**src/rtl/bcd_sub_seq.sv**
```systemverilog
// Digit-serial signed BCD subtractor: R = A - B on sign-magnitude operands.
// One BCD digit is processed per clock, least significant digit first.
// Operands with opposite signs are added as magnitudes. Operands with equal
// signs are subtracted as magnitudes. A final borrow means |A| < |B|; a
// tens-complement pass then turns the wrapped difference into |B| - |A|.
module bcd_sub_seq #(
  parameter int NDIG = 3
) (
  input  logic              clk,
  input  logic              rst_n,
  input  logic              start,
  input  logic              a_sign,
  input  logic [4*NDIG-1:0] a_bcd,
  input  logic              b_sign,
  input  logic [4*NDIG-1:0] b_bcd,
  output logic              busy,
  output logic              done,
  output logic              r_sign,
  output logic [4*NDIG-1:0] r_bcd,
  output logic              ovf,
  output logic              err
);

  localparam int W  = 4 * NDIG;
  localparam int IW = (NDIG > 1) ? $clog2(NDIG) : 1;
  localparam logic [IW-1:0] LAST_IDX = IW'(NDIG - 1);

  typedef enum logic [1:0] {
    S_IDLE = 2'd0,
    S_CALC = 2'd1,
    S_FIX  = 2'd2,
    S_ERR  = 2'd3
  } state_t;

  // One corrected digit step; returns {carry_or_borrow, digit}.
  // The add path is biased by -10 so that both directions stay within a
  // 5-bit signed range (-10..9). A negative value gets +10 applied. On the
  // add path a negative value means no carry; on the subtract path it means
  // a borrow.
  function automatic logic [4:0] digit_step(input logic [3:0] a, input logic [3:0] b,
                                            input logic ci, input logic add);
    logic signed [4:0] s;
    logic signed [4:0] t;
    logic              neg;
    logic              co;
    if (add) s = $signed({1'b0, a}) + $signed({1'b0, b}) + $signed({4'b0, ci}) - 5'sd10;
    else     s = $signed({1'b0, a}) - $signed({1'b0, b}) - $signed({4'b0, ci});
    neg = (s < 5'sd0);
    t   = neg ? (s + 5'sd10) : s;
    co  = add ? ~neg : neg;
    return {co, t[3:0]};
  endfunction

  // Flags any digit above 9.
  function automatic logic any_bad(input logic [W-1:0] v);
    logic bad;
    bad = 1'b0;
    for (int i = 0; i < NDIG; i++) begin
      if (v[4*i +: 4] > 4'd9) bad = 1'b1;
    end
    return bad;
  endfunction

  state_t         r_state;
  logic [W-1:0]   r_a;
  logic [W-1:0]   r_b;
  logic [W-1:0]   r_work;
  logic           r_a_sign;
  logic           r_add;
  logic           r_cb;
  logic [IW-1:0]  r_idx;
  logic           r_busy;
  logic           r_done;
  logic           r_res_sign;
  logic [W-1:0]   r_res_bcd;
  logic           r_ovf;
  logic           r_err;

  logic [4:0]     w_step;
  logic [W-1:0]   w_work_nx;
  logic           w_nz;
  logic           w_bad;
  logic           w_last;

  // Digit datapath: CALC consumes operand digits, FIX complements the stored raw difference.
  always_comb begin
    w_step = 5'd0;
    if (r_state == S_FIX) w_step = digit_step(4'd0, r_work[3:0], r_cb, 1'b0);
    else                  w_step = digit_step(r_a[3:0], r_b[3:0], r_cb, r_add);
  end

  assign w_work_nx = {w_step[3:0], r_work[W-1:4]};
  assign w_nz      = |w_work_nx;
  assign w_bad     = any_bad(a_bcd) | any_bad(b_bcd);
  assign w_last    = (r_idx == LAST_IDX);

  // Control FSM with registered outputs; results are written only once they are complete and corrected.
  always_ff @(posedge clk or negedge rst_n) begin
    if (!rst_n) begin
      r_state    <= S_IDLE;
      r_a        <= '0;
      r_b        <= '0;
      r_work     <= '0;
      r_a_sign   <= 1'b0;
      r_add      <= 1'b0;
      r_cb       <= 1'b0;
      r_idx      <= '0;
      r_busy     <= 1'b0;
      r_done     <= 1'b0;
      r_res_sign <= 1'b0;
      r_res_bcd  <= '0;
      r_ovf      <= 1'b0;
      r_err      <= 1'b0;
    end else begin
      r_done <= 1'b0;
      case (r_state)
        S_IDLE: begin
          if (start) begin
            r_a        <= a_bcd;
            r_b        <= b_bcd;
            r_a_sign   <= a_sign;
            r_add      <= a_sign ^ b_sign;
            r_work     <= '0;
            r_cb       <= 1'b0;
            r_idx      <= '0;
            r_busy     <= 1'b1;
            r_ovf      <= 1'b0;
            r_err      <= 1'b0;
            r_res_bcd  <= '0;
            r_res_sign <= 1'b0;
            r_state    <= w_bad ? S_ERR : S_CALC;
          end
        end
        S_ERR: begin
          r_err      <= 1'b1;
          r_done     <= 1'b1;
          r_busy     <= 1'b0;
          r_res_bcd  <= '0;
          r_res_sign <= 1'b0;
          r_state    <= S_IDLE;
        end
        S_CALC: begin
          r_work <= w_work_nx;
          r_a    <= {4'd0, r_a[W-1:4]};
          r_b    <= {4'd0, r_b[W-1:4]};
          r_cb   <= w_step[4];
          r_idx  <= r_idx + 1'b1;
          if (w_last) begin
            if (r_add || !w_step[4]) begin
              r_ovf      <= r_add & w_step[4];
              r_res_bcd  <= w_work_nx;
              r_res_sign <= r_a_sign & w_nz;
              r_done     <= 1'b1;
              r_busy     <= 1'b0;
              r_state    <= S_IDLE;
            end else begin
              r_idx   <= '0;
              r_cb    <= 1'b0;
              r_state <= S_FIX;
            end
          end
        end
        S_FIX: begin
          r_work <= w_work_nx;
          r_cb   <= w_step[4];
          r_idx  <= r_idx + 1'b1;
          if (w_last) begin
            r_res_bcd  <= w_work_nx;
            r_res_sign <= ~r_a_sign & w_nz;
            r_done     <= 1'b1;
            r_busy     <= 1'b0;
            r_state    <= S_IDLE;
          end
        end
        default: r_state <= S_IDLE;
      endcase
    end
  end

  assign busy   = r_busy;
  assign done   = r_done;
  assign r_sign = r_res_sign;
  assign r_bcd  = r_res_bcd;
  assign ovf    = r_ovf;
  assign err    = r_err;

endmodule

```
**config.mk**
```make
export PLATFORM = sky130hd
export DESIGN_NAME = bcd_sub_seq
export DESIGN_NICKNAME = d
export VERILOG_FILES = /design/src/rtl/bcd_sub_seq.sv
export SDC_FILE = /design/constraint.sdc
export NUM_CORES = 1
export LEC_CHECK = 0
export ABC_AREA = 1
export CAP_MARGIN = 30
export CORE_MARGIN = 2
export CORE_UTILIZATION = 45
export CTS_CLUSTER_SIZE = 14
export DETAILED_ROUTE_END_ITERATION = 8
export PLACE_DENSITY = 0.78
export SETUP_SLACK_MARGIN = 0.3
export SYNTH_ARGS = -nofsm -noshare
export SYNTH_HDL_FRONTEND = slang
export SYNTH_SLANG_ARGS = --single-unit
```
**constraint.sdc**
```tcl
create_clock -name clk -period 6.1 [get_ports clk]
set_input_delay 1.22 -clock clk [delete_from_list [all_inputs] [get_ports clk]]
set_output_delay 1.22 -clock clk [all_outputs]
set_load 0.05 [all_outputs]
```
==> flow_summary_export.csv <==
group,metric,value,unit
outcome,status,"completed",
global_route,antenna_found_initial,0,
floorplan,io_pins,46,
job,drv_cap,0,
global_route,grt_pass1_wl,13700,um
global_route,grt_overflow,0,
layout,fin_nets,553,
clock_tree,postCtsSetupBuffers,0,
clock_tree,path_clk_slew,0.07,ns
critical_path,r2r-start,"r_state[1]$_DFFE_PN0P_",
clock_tree,numCtsBuffers,9,
clock_tree,h-tree-depth,3,
critical_path,reg2reg_slack,3.10,ns
critical_path,crit_path_start_kind,"primary input",
clock_tree,cts_resized,0,
critical_path,cp-end-kind,"register",
synthesis,synth_fa_ha_area_share,11.4,%
route,avgViaCountPerCell,5.05,
critical_path,critPathMaxFanout,32,
route,drt_iter0_markers,166,
floorplan,initial_core_util,47.1,%
critical_path,startpoint,"start",
route,drt-total-wl,7770,um
critical_path,worst-setup-path-type,"primary input to register",
clock_tree,clk_latency,0.34,ns
route,wl_per_cell,13.0,um
placed_design,hpwlAfterDp,5890,um
layout,final_util,55.6,%
route,route.detailed.drc,0,
layout,drive_gt1_share,9.68,%
route,route.vias.total,3019,
floorplan,die_h,94.4,um
sta,rsz0062_at_grt,"false",
layout,area_delta_synth_final,18.0,%
floorplan,row_count,32,
synthesis,ys_seq_area_share,40.8,%
critical_path,worstRegToRegCells,11,
sta,finalSetupViolCount,0,
clock_tree,cts_hold_buf,0,
global_route,grt_use_total,19.7,%
synthesis,synthSimpleGateAreaFrac,26.7,%
critical_path,r2r_end,"r_sign$_DFFE_PN0P_",
route,drt_first_pass_iters,6,
synthesis,avgSynthCellArea,8.16,um2
clock_tree,cts_tree,"built",
synthesis,syn_inst,451,
sta,finalCriticalPeriod,3.40,ns
critical_path,slowest_delay,0.63,ns
critical_path,cp.required,6.27,ns
synthesis,synth_nets,511,
critical_path,path_cells,"clkdlybuf4s50_1 -> nand2_1 -> clkinv_1 -> a21oi_1 -> inv_1 -> nor2_1 -> a31oi_1",
sta,max_clock_freq,294,MHz
synthesis,synth_cell_types,37,
synthesis,synth_area,3680,um2
global_route,grt_max_degree,61,
hold_path,hold_class,"register to register",
synthesis,muxShareOfSynthArea,0,%
layout,final_area,4340,um2
sta,max_slew_margin,45.7,%
synthesis,synth-compound-area-share,11.6,%
clock_tree,root_buffer,"clkbuf_8",
floorplan,die_area,8920,um2
clock_tree,clk_path_buf_depth,2,
floorplan,die_w,94.4,um
critical_path,slowest_stage,"a21oi_1",
synthesis,synth_xor_area_share,1.63,%
synthesis,synth_top_family_by_area,"simple AND/OR/NAND/NOR gates",
sta,tightest_slew,0.813,ns
placed_design,gp_congestion,0.853,
synthesis,ys_seq_elements,60,
global_route,grt_pass1_vias,3035,
sta,clock_skew,0.00521,ns
sta,final_max_slew_viol_count,0,
sta,hold_viol_final,0,
clock_tree,cts_sinks,60,
floorplan,core_area,7810,um2
layout,antenna_cells,0,
synthesis,ys_warn_count,0,
placed_design,portBuffers,45,
sta,setup_tns,0,ns
critical_path,arrival,3.58,ns
sta,fin_crit_sh,55.8,%
route,ant_nets,0,
placed_design,postPlaceCellArea,4170,um2
critical_path,crit_end,"r_b[5]$_DFFE_PN0P_",
## stage by stage
stage	setup slack, ns	hold slack [ns]	cells
floorplan	3.55	0.442	451
CTS	2.71	0.483	598
global placement	2.49	0.462	584
finish	2.70	0.483	598
global route	2.34	0.510	598
detailed placement	2.35	0.468	584
## sequential cells by signal, summed over array words and instances (netlist names)
signal / flops
err: 1
done: 1
r_add: 1
r_a: 12
r_bcd: 12
r_state: 2
r_idx: 2
ovf: 1
r_sign: 1
busy: 1
r_b: 12
r_work: 12
r_cb: 1
r_a_sign: 1
## final cells by class
type | instances | area (um2)
Clock buffer | 12 | 165
Clock inverter | 2 | 10.0
Fill cell | 711 | 3470
Inverter | 53 | 199
Multi-Input combinational cell | 323 | 1890
Sequential cell | 60 | 1500
Tap cell | 102 | 128
Timing Repair Buffer | 46 | 453
## cell families (layout without fill, tap and decap cells)
logic type,after synthesis,count (layout)
AND/OR/NAND/NOR,215,215
AO/OA/AOI/OAI,71,71
buffers and inverters,68,113
flip-flops,60,60
adder cells (fa/ha/maj),31,31
XOR/XNOR,6,6
## how the worst min path moves through the flow
stage                              from                  end  cells past startpoint
floorplan           r_a[10]$_DFFE_PN0P_  r_a[10]$_DFFE_PN0P_                      2
global placement     r_a[9]$_DFFE_PN0P_   r_a[9]$_DFFE_PN0P_                      2
detailed placement  r_a[10]$_DFFE_PN0P_  r_a[10]$_DFFE_PN0P_                      2
CTS                 r_a[10]$_DFFE_PN0P_  r_a[10]$_DFFE_PN0P_                      2
global route        r_a[10]$_DFFE_PN0P_  r_a[10]$_DFFE_PN0P_                      2
finish              r_a[10]$_DFFE_PN0P_  r_a[10]$_DFFE_PN0P_                      2
## layout by cell type, fill, tap and decap left out, types with 3 or more instances in the layout
master and n:
a21oi_1 7, a31oi_1 16, clkbuf_8 12, clkdlybuf4s50_1 44, dfrtp_1 60, fa_1 4, ha_1 27, inv_1 48
inv_2 4, nand2_1 130, nand2_2 3, nand2_4 8, nand3_1 27, nor2_1 33, o21ai_0 31, o21ai_1 3
o21ai_2 10, xnor2_1 3
## Yosys cell counts
master	number	area share [%]
xnor2_1	3	0.71
nor3_1	2	0.27
a21boi_0	1	0.20
nand2_8	1	0.54
nand2_1	130	13
nand3_4	2	0.95
o21ai_1	3	0.41
nand2_2	3	0.51
o21ai_0	31	4.2
dfrtp_1	60	41
nand4_1	1	0.17
o211ai_1	1	0.20
or2_0	1	0.17
fa_1	4	2.2
o21ai_2	10	2.4
nand3b_1	1	0.20
nand2_4	8	2.4
nor4_1	2	0.34
xor2_1	2	0.48
xor2_2	1	0.44
inv_1	48	4.9
nor2_1	33	3.4
nor2_2	1	0.17
a31oi_1	16	2.7
and3_1	1	0.17
clkinv_1	1	0.10
o221ai_1	1	0.24
buf_2	4	0.54
nand3_2	1	0.27
a21oi_1	7	0.95
ha_1	27	9.2
or2_2	1	0.17
buf_12	2	1.1
inv_2	4	0.41
clkbuf_1	9	0.92
a2bb2oi_1	1	0.24
nand3_1	27	3.7
## critical path, delay by kind of cell
| kind | cells | cell delay, ns |
|---|---|---|
| AO/OA/AOI/OAI | 2 | 0.70 |
| AND/OR/NAND/NOR | 2 | 0.40 |
| buffers and inverters | 3 | 1.26 |
## routing by layer
metal	part of all wire, %	global-route usage, %	up-vias
li1	-	-	1532
met1	46	26.6	1409
met2	46	29.6	64
met3	5.4	5.19	14
met4	2.3	9.42	0
met5	0	0	-
Power is not shown: default switching activity piles up to over one toggle a cycle in this logic, so the estimate is an artifact.
